File: config.mk
export PLATFORM = sky130hd
export DESIGN_NAME = cdb_arbiter
export DESIGN_NICKNAME = d
export VERILOG_FILES = /design/src/rtl/ooo_pkg.sv /design/src/rtl/rr_arbiter.sv /design/src/rtl/cdb_arbiter.sv
export SDC_FILE = /design/constraint.sdc
export NUM_CORES = 1
export LEC_CHECK = 0
export CELL_PAD_IN_SITES_DETAIL_PLACEMENT = 0
export CELL_PAD_IN_SITES_GLOBAL_PLACEMENT = 1
export CORE_MARGIN = 4
export CORE_UTILIZATION = 55
export DETAILED_ROUTE_END_ITERATION = 12
export DONT_BUFFER_PORTS = 1
export PLACE_DENSITY_LB_ADDON = 0.1
export SLEW_MARGIN = 20
export SYNTH_ARGS = -nofsm -noshare
export SYNTH_HDL_FRONTEND = slang
export SYNTH_SLANG_ARGS = --single-unit
File: constraint.sdc
create_clock -name clk -period 19 [get_ports clk]
set_input_delay 3.8 -clock clk [delete_from_list [all_inputs] [get_ports clk]]
set_output_delay 3.8 -clock clk [all_outputs]
set_load 0.01 [all_outputs]
File: src/rtl/ooo_pkg.sv
// Shared out-of-order core definitions: default widths and the CDB broadcast
// record used by the CDB arbiter, the issuer and the ROB.
package ooo_pkg;

    localparam int FU_COUNT_DFLT = 8;
    localparam int DATA_W_DFLT   = 8;
    localparam int TAG_W_DFLT    = 4;
    localparam int ROB_W_DFLT    = 8;

    typedef struct packed {
        logic                     valid;
        logic [TAG_W_DFLT-1:0]    tag;
        logic [DATA_W_DFLT-1:0]   val;
        logic [ROB_W_DFLT-1:0]    robid;
    } cdb_t;

endpackage

File: src/rtl/rr_arbiter.sv
// Combinational round-robin arbiter: grants the first requester found when
// searching upward from ptr, wrapping at N.
module rr_arbiter #(
    parameter  int N     = 8,
    localparam int IDX_W = (N > 1) ? $clog2(N) : 1
) (
    input  logic [N-1:0]     req,
    input  logic [IDX_W-1:0] ptr,
    output logic [N-1:0]     grant,
    output logic [IDX_W-1:0] grant_idx
);

    always_comb begin
        logic [IDX_W-1:0] w_idx;
        grant     = '0;
        grant_idx = '0;
        w_idx     = '0;
        for (int k = 0; k < N; k++) begin
            w_idx = IDX_W'((int'(ptr) + k) % N);
            if (grant == '0 && req[w_idx]) begin
                grant[w_idx] = 1'b1;
                grant_idx    = w_idx;
            end
        end
    end

endmodule

File: src/rtl/cdb_arbiter.sv
// Common data bus arbiter: one holding slot per functional unit, drained onto
// the CDB one result per cycle in round-robin order.
module cdb_arbiter
    import ooo_pkg::*;
#(
    parameter int FU_COUNT = FU_COUNT_DFLT,
    parameter int DATA_W   = DATA_W_DFLT,
    parameter int TAG_W    = TAG_W_DFLT,
    parameter int ROB_W    = ROB_W_DFLT
) (
    input  logic                             clk,
    input  logic                             rst,
    input  logic                             flush,
    input  logic [FU_COUNT-1:0]              fu_valid,
    input  logic [FU_COUNT-1:0][DATA_W-1:0]  fu_val,
    input  logic [FU_COUNT-1:0][TAG_W-1:0]   fu_tag,
    input  logic [FU_COUNT-1:0][ROB_W-1:0]   fu_robid,
    output logic [FU_COUNT-1:0]              fus_busy,
    output logic                             cdbtransmit,
    output logic [TAG_W-1:0]                 cdbid,
    output logic [DATA_W-1:0]                cdbval,
    output logic [ROB_W-1:0]                 cdbrobid,
    output logic                             overflow
);

    localparam int RR_W = (FU_COUNT > 1) ? $clog2(FU_COUNT) : 1;

    logic [FU_COUNT-1:0]             r_holdValid;
    logic [FU_COUNT-1:0][DATA_W-1:0] r_holdVal;
    logic [FU_COUNT-1:0][TAG_W-1:0]  r_holdTag;
    logic [FU_COUNT-1:0][ROB_W-1:0]  r_holdRob;
    logic [RR_W-1:0]                 r_rr;
    logic                            r_cdbTransmit;
    logic [TAG_W-1:0]                r_cdbId;
    logic [DATA_W-1:0]               r_cdbVal;
    logic [ROB_W-1:0]                r_cdbRob;
    logic                            r_overflow;

    logic [FU_COUNT-1:0]             w_grantRaw;
    logic [FU_COUNT-1:0]             w_grant;
    logic [FU_COUNT-1:0]             w_busy;
    logic [FU_COUNT-1:0]             w_capture;
    logic [FU_COUNT-1:0]             w_violation;
    logic [RR_W-1:0]                 w_grantIdx;
    logic                            w_anyGrant;

    rr_arbiter #(.N(FU_COUNT)) u_rrArbiter (
        .req       (r_holdValid),
        .ptr       (r_rr),
        .grant     (w_grantRaw),
        .grant_idx (w_grantIdx)
    );

    // A slot granted this cycle is free to accept a new result on the same edge.
    always_comb begin
        w_grant     = flush ? '0 : w_grantRaw;
        w_anyGrant  = |w_grant;
        w_busy      = r_holdValid & ~w_grant;
        w_capture   = fu_valid & ~w_busy & {FU_COUNT{~flush}};
        w_violation = fu_valid & w_busy;
    end

    always_ff @(posedge clk or negedge rst) begin
        if (!rst) begin
            r_holdValid <= '0;
            r_holdVal   <= '0;
            r_holdTag   <= '0;
            r_holdRob   <= '0;
        end else begin
            for (int i = 0; i < FU_COUNT; i++) begin
                if (flush) begin
                    r_holdValid[i] <= 1'b0;
                end else if (w_capture[i]) begin
                    r_holdValid[i] <= 1'b1;
                    r_holdVal[i]   <= fu_val[i];
                    r_holdTag[i]   <= fu_tag[i];
                    r_holdRob[i]   <= fu_robid[i];
                end else if (w_grant[i]) begin
                    r_holdValid[i] <= 1'b0;
                end
            end
        end
    end

    // Data fields keep their last broadcast when the bus goes idle.
    always_ff @(posedge clk or negedge rst) begin
        if (!rst) begin
            r_cdbTransmit <= 1'b0;
            r_cdbId       <= '0;
            r_cdbVal      <= '0;
            r_cdbRob      <= '0;
            r_rr          <= '0;
        end else begin
            r_cdbTransmit <= w_anyGrant;
            if (w_anyGrant) begin
                r_cdbId  <= r_holdTag[w_grantIdx];
                r_cdbVal <= r_holdVal[w_grantIdx];
                r_cdbRob <= r_holdRob[w_grantIdx];
                r_rr     <= (w_grantIdx == RR_W'(FU_COUNT - 1)) ? '0 : w_grantIdx + 1'b1;
            end
        end
    end

    always_ff @(posedge clk or negedge rst) begin
        if (!rst) begin
            r_overflow <= 1'b0;
        end else if (|w_violation) begin
            r_overflow <= 1'b1;
        end
    end

    assign fus_busy    = w_busy;
    assign cdbtransmit = r_cdbTransmit;
    assign cdbid       = r_cdbId;
    assign cdbval      = r_cdbVal;
    assign cdbrobid    = r_cdbRob;
    assign overflow    = r_overflow;

endmodule

==> results by stage <==
Clocking:
- The number of gates given a new drive strength after cts is 0.
- The deepest level of the CTS H-tree is 4.
- Counting along the longest clock path gives a buffer depth of 2.
- TritonCTS built the clock tree.
- The number of setup buffers added after CTS is 0.
- The count of hold buffers inserted by post-cts repair is 0.
- The number of buffers added by the clock tree synthesis step is 17.
- The sink count of the clock tree is slightly below 200.
- The clock root buffer is sky130_fd_sc_hd__clkbuf_16.
- The clock insertion delay at the later pin of the skew report is around 440 ps.
- After clock tree synthesis, the clock-pin slew on the worst setup and hold paths is 80 ps.

Synthesis:
- The synthesized net count is around 1200.
- In this run the cell area of the synthesized design comes to approximately 0.012 mm^2.
- The unique cell type count in the Yosys netlist is 82.
- Yosys attributes the largest share of cell area to sky130_fd_sc_hd__dfrtp_1 41%, sky130_fd_sc_hd__mux2_2 12%, sky130_fd_sc_hd__mux4_2 5.9%.
- The area fraction in compound gates after synthesis is roughly 22%.
- Counting every instance in the synthesized netlist gives around 1100.
- The most used flip-flop cell after synthesis is sky130_fd_sc_hd__dfrtp_1.
- Counting flops with a built-in enable in the synthesized netlist gives 0.
- The fraction of registers with async set or reset after synthesis is between 90% and 100%.
- The sequential share of the synthesized area is just over 40%.
- The synthesized netlist devotes 8.03% of its cell area to simple gates.
- The Yosys step of the flow raised 0 warnings.
- Of the post-synthesis cell area, the part taken by muxes is 23.4%.
- The fraction of synthesized cell area in xor and xnor cells is 0.443%.
- Of all cell types, the one taking the most synthesized area is sky130_fd_sc_hd__dfrtp_1.
- Of the total synthesized cell area, the portion taken by full adders, half adders and majority gates is 0.844%.
- After synthesis, the mean cell area works out to between 10 and 15 um^2.
- The synthesized design contains slightly below 200 register bits.
- By area, the combinational part of the netlist is dominated by multiplexers.
- The top cell type's share of synthesized area is about 41%.

Timing:
- Clock skew on the completed layout was measured at between 10 and 15 ps.
- Setup violations remaining at the end of the flow were counted as 0.
- The post-route clock period utilization is about three fifths.
- The top achievable clock speed is 87.2 MHz.
- The final sum of negative setup slack is 0 ps.
- Subtracting the final worst setup slack from the clock period gives between 10000 and 15000 ps.
- The tightest slew margin relative to the limit is ~28%.
- Setup repair after global routing left no endpoint under its margin.
- The slew at the pin closest to its max-slew limit is between 1000 and 1500 ps.
- The final number of max-transition violations is 0.
- The number of hold-slack violations in the final timing report is 0.

Placed design:
- The number of buffers inserted by port buffering is 0.
- The last weighted congestion value of the routability-driven placer is around 0.97.
- The placed wire-length estimate after detailed placement is 24900 um.

Drt:
- The post-route DRC violation count is 0.
- The first routing iteration left 1058 violations.
- The average wire per cell in the routed design is 28.2 um.
- The routed via count divided by cell count is 7.31.
- The number of vias in the routed layout is 9497.
- Wires add up to about 37000 um.
- The first TritonRoute pass finished after 5 iterations.
- In this run the remaining antenna-violating nets after routing total 0.

Global routing:
- Global routing used between 30 and 40% of the available tracks across all layers.
- The first global-routing pass estimated 56600 um of wire.
- The largest net degree at the start of global routing is roughly 190.
- The via count of the first global-routing pass was 9298.
- The total overflow left after global routing is 0.
- The initial antenna violation count came to 11.

Die:
- The y dimension of the die is approximately 150 um.
- The region available for standard cell placement spans 0.0211 mm^2.
- The count of pins on the block boundary is ~200.
- The die outline area is around 0.024 mm^2.
- The starting density of the core is approximately 56%.
- The die width is 155 um.
- The number of placement rows is 53.

Critical path:
- In this run the worst path has a maximum fanout of 59.
- In this design, the largest share of critical-path delay is due to compound AO/OA/AOI/OAI gates.
- The worst setup path startpoint is r_rr[0].
- The highest cell delay on the worst timing path is 840 ps.
- The number of buffers and inverters on the critical path is 2.
- For the worst setup path, the data required time is roughly 15000 ps.
- The data arrival time of the critical path is 7670 ps.
- The start-to-end type of the worst setup path is flop to output port.
- The worst setup path is launched from a flop.
- In this run the critical register-to-register path is launched from r_rr[0].
- Traced cell by cell, the critical path runs through inv_2 > buf_4 > ha_1 > mux4_2 > nand2_1 > a21oi_2 > a2111o_1 > a311oi_4 > a311o_1 > o211ai_1 > nor2_1 > a211o_1 > nor4_4 > a221oi_1 > o21a_1.
- The standard cell with the maximum stage delay on the critical path is sky130_fd_sc_hd__a221oi_1.
- STA classifies the critical path endpoint as an output port.

Final layout:
- For this run, the post-layout net count is between 1000 and 1500.
- The fraction of layout cells with a size suffix above 1 is 25.4%.
- The total area of sequential cells is slightly below 0.005 mm^2.
- In the final layout, the multi-input gates occupy 0.00669 mm^2.
- The number of fillers in the final layout is around 1800.
- Relative to the synthesized area, the layout overhead comes to 7.36%.

Hold path:
- The source of the worst hold timing path is r_holdRob[40].
- The path class of the tightest hold or removal check is flop to flop.

Run:
- Across the run, the number of max-cap violations was 0.

Status:
- The run finished with clean final reports.
-- through the flow --
| stage | hold WS [ps] | util (%) | cell area [um^2] | std cells | worst slack (ps) |
|---|---|---|---|---|---|
| 5_1_grt | 519 | 60.4 | 12700 | 1297 | 7010 |
| 2_1_floorplan | 480 | - | 11900 | 1062 | 9860 |
| 6_report | 511 | 60.4 | 12700 | 1299 | 7530 |
| 3_5_place_dp | 494 | 57.4 | 12100 | 1261 | 8140 |
| 4_1_cts | 512 | 60.3 | 12700 | 1292 | 7620 |
| 3_3_place_gp | 488 | 57.4 | 12100 | 1261 | 8120 |
-- Yosys cell counts, types with 5 or more instances --
library cell,count
sky130_fd_sc_hd__o221a_1,14
sky130_fd_sc_hd__o21ai_0,23
sky130_fd_sc_hd__nand2_1,64
sky130_fd_sc_hd__a41oi_1,6
sky130_fd_sc_hd__nor2_1,31
sky130_fd_sc_hd__mux2_2,127
sky130_fd_sc_hd__a221o_1,39
sky130_fd_sc_hd__a211oi_1,10
sky130_fd_sc_hd__a21oi_1,59
sky130_fd_sc_hd__nand3_1,44
sky130_fd_sc_hd__a221oi_1,49
sky130_fd_sc_hd__mux4_2,31
sky130_fd_sc_hd__a31oi_1,6
sky130_fd_sc_hd__mux2_1,33
sky130_fd_sc_hd__o221a_2,5
sky130_fd_sc_hd__mux2i_1,26
sky130_fd_sc_hd__dfrtp_1,193
sky130_fd_sc_hd__nor2b_1,7
sky130_fd_sc_hd__o21a_1,10
sky130_fd_sc_hd__nand4_1,5
sky130_fd_sc_hd__inv_1,18
sky130_fd_sc_hd__buf_4,7
sky130_fd_sc_hd__clkbuf_1,59
sky130_fd_sc_hd__and2_1,7
sky130_fd_sc_hd__buf_2,28
sky130_fd_sc_hd__ha_1,8
sky130_fd_sc_hd__o211ai_1,7
sky130_fd_sc_hd__nor3_1,5
sky130_fd_sc_hd__a22oi_1,27
sky130_fd_sc_hd__o31a_1,19
-- kinds of logic after synthesis --
| group | Yosys count |
|---|---|
| xor+xnor | 6 |
| compound gates | 329 |
| buf+inv | 118 |
| mux | 218 |
| simple gates | 190 |
| flops | 193 |
| fa+ha+maj | 8 |
-- metal layers --
layer	global-route usage, %	up-vias	share of wire (%)
met5	0	-	0.17
met2	45.7	489	46
met4	8.96	10	2.5
li1	-	4090	-
met1	43.5	4837	43
met3	8.00	71	9.1
-- worst paths after layout --
kind	depth (start not counted)	to	slack [ps]
worst min register to register	1	r_holdRob[40]	510
max in group asynchronous	0	r_holdVal[26]	15510
worst max-delay path	15	fus_busy[6]	7530
min in group asynchronous	0	r_holdValid[6]	3070
worst min-delay path	1	r_holdRob[40]	510
worst max register to register	19	cdbrobid[2]	10240
-- layout by cell type, fill, tap and decap left out, types with 5 or more instances in the layout --
master / count
sky130_fd_sc_hd__a211oi_4: 7
sky130_fd_sc_hd__a21oi_1: 58
sky130_fd_sc_hd__a221o_1: 39
sky130_fd_sc_hd__a221oi_1: 49
sky130_fd_sc_hd__a22oi_1: 27
sky130_fd_sc_hd__a41oi_1: 5
sky130_fd_sc_hd__and2_1: 7
sky130_fd_sc_hd__buf_4: 22
sky130_fd_sc_hd__clkbuf_16: 17
sky130_fd_sc_hd__dfrtp_1: 192
sky130_fd_sc_hd__diode_2: 6
sky130_fd_sc_hd__ha_1: 8
sky130_fd_sc_hd__inv_1: 17
sky130_fd_sc_hd__mux2_1: 33
sky130_fd_sc_hd__mux2_2: 127
sky130_fd_sc_hd__mux2i_1: 26
sky130_fd_sc_hd__mux4_2: 31
sky130_fd_sc_hd__nand2_1: 64
sky130_fd_sc_hd__nand3_1: 44
sky130_fd_sc_hd__nand4_1: 5
sky130_fd_sc_hd__nor2_1: 31
sky130_fd_sc_hd__nor2b_1: 7
sky130_fd_sc_hd__nor3_1: 5
sky130_fd_sc_hd__o211ai_1: 7
sky130_fd_sc_hd__o21a_1: 10
sky130_fd_sc_hd__o21ai_0: 23
sky130_fd_sc_hd__o221a_1: 14
sky130_fd_sc_hd__o221a_2: 5
sky130_fd_sc_hd__o31a_1: 19
-- sequential cells by signal, summed over array words and instances (netlist names) --
name,flops
cdbval,8
overflow,1
cdbid,4
r_holdValid,8
r_holdRob,64
cdbrobid,8
r_rr,3
cdbtransmit,1
r_holdTag,32
r_holdVal,64
-- final cells by class --
class | instances | share of cell area [%]
inverter | 20 | 0.590
antenna | 6 | 0.118
clock inverter | 14 | 1.39
tap | 275 | 2.70
multi-input combinational | 751 | 52.5
timing repair buffer | 23 | 1.39
sequential | 193 | 38.0
clock buffer | 17 | 3.34
Power is not shown: default switching activity piles up to over one toggle a cycle in this logic, so the estimate is an artifact.
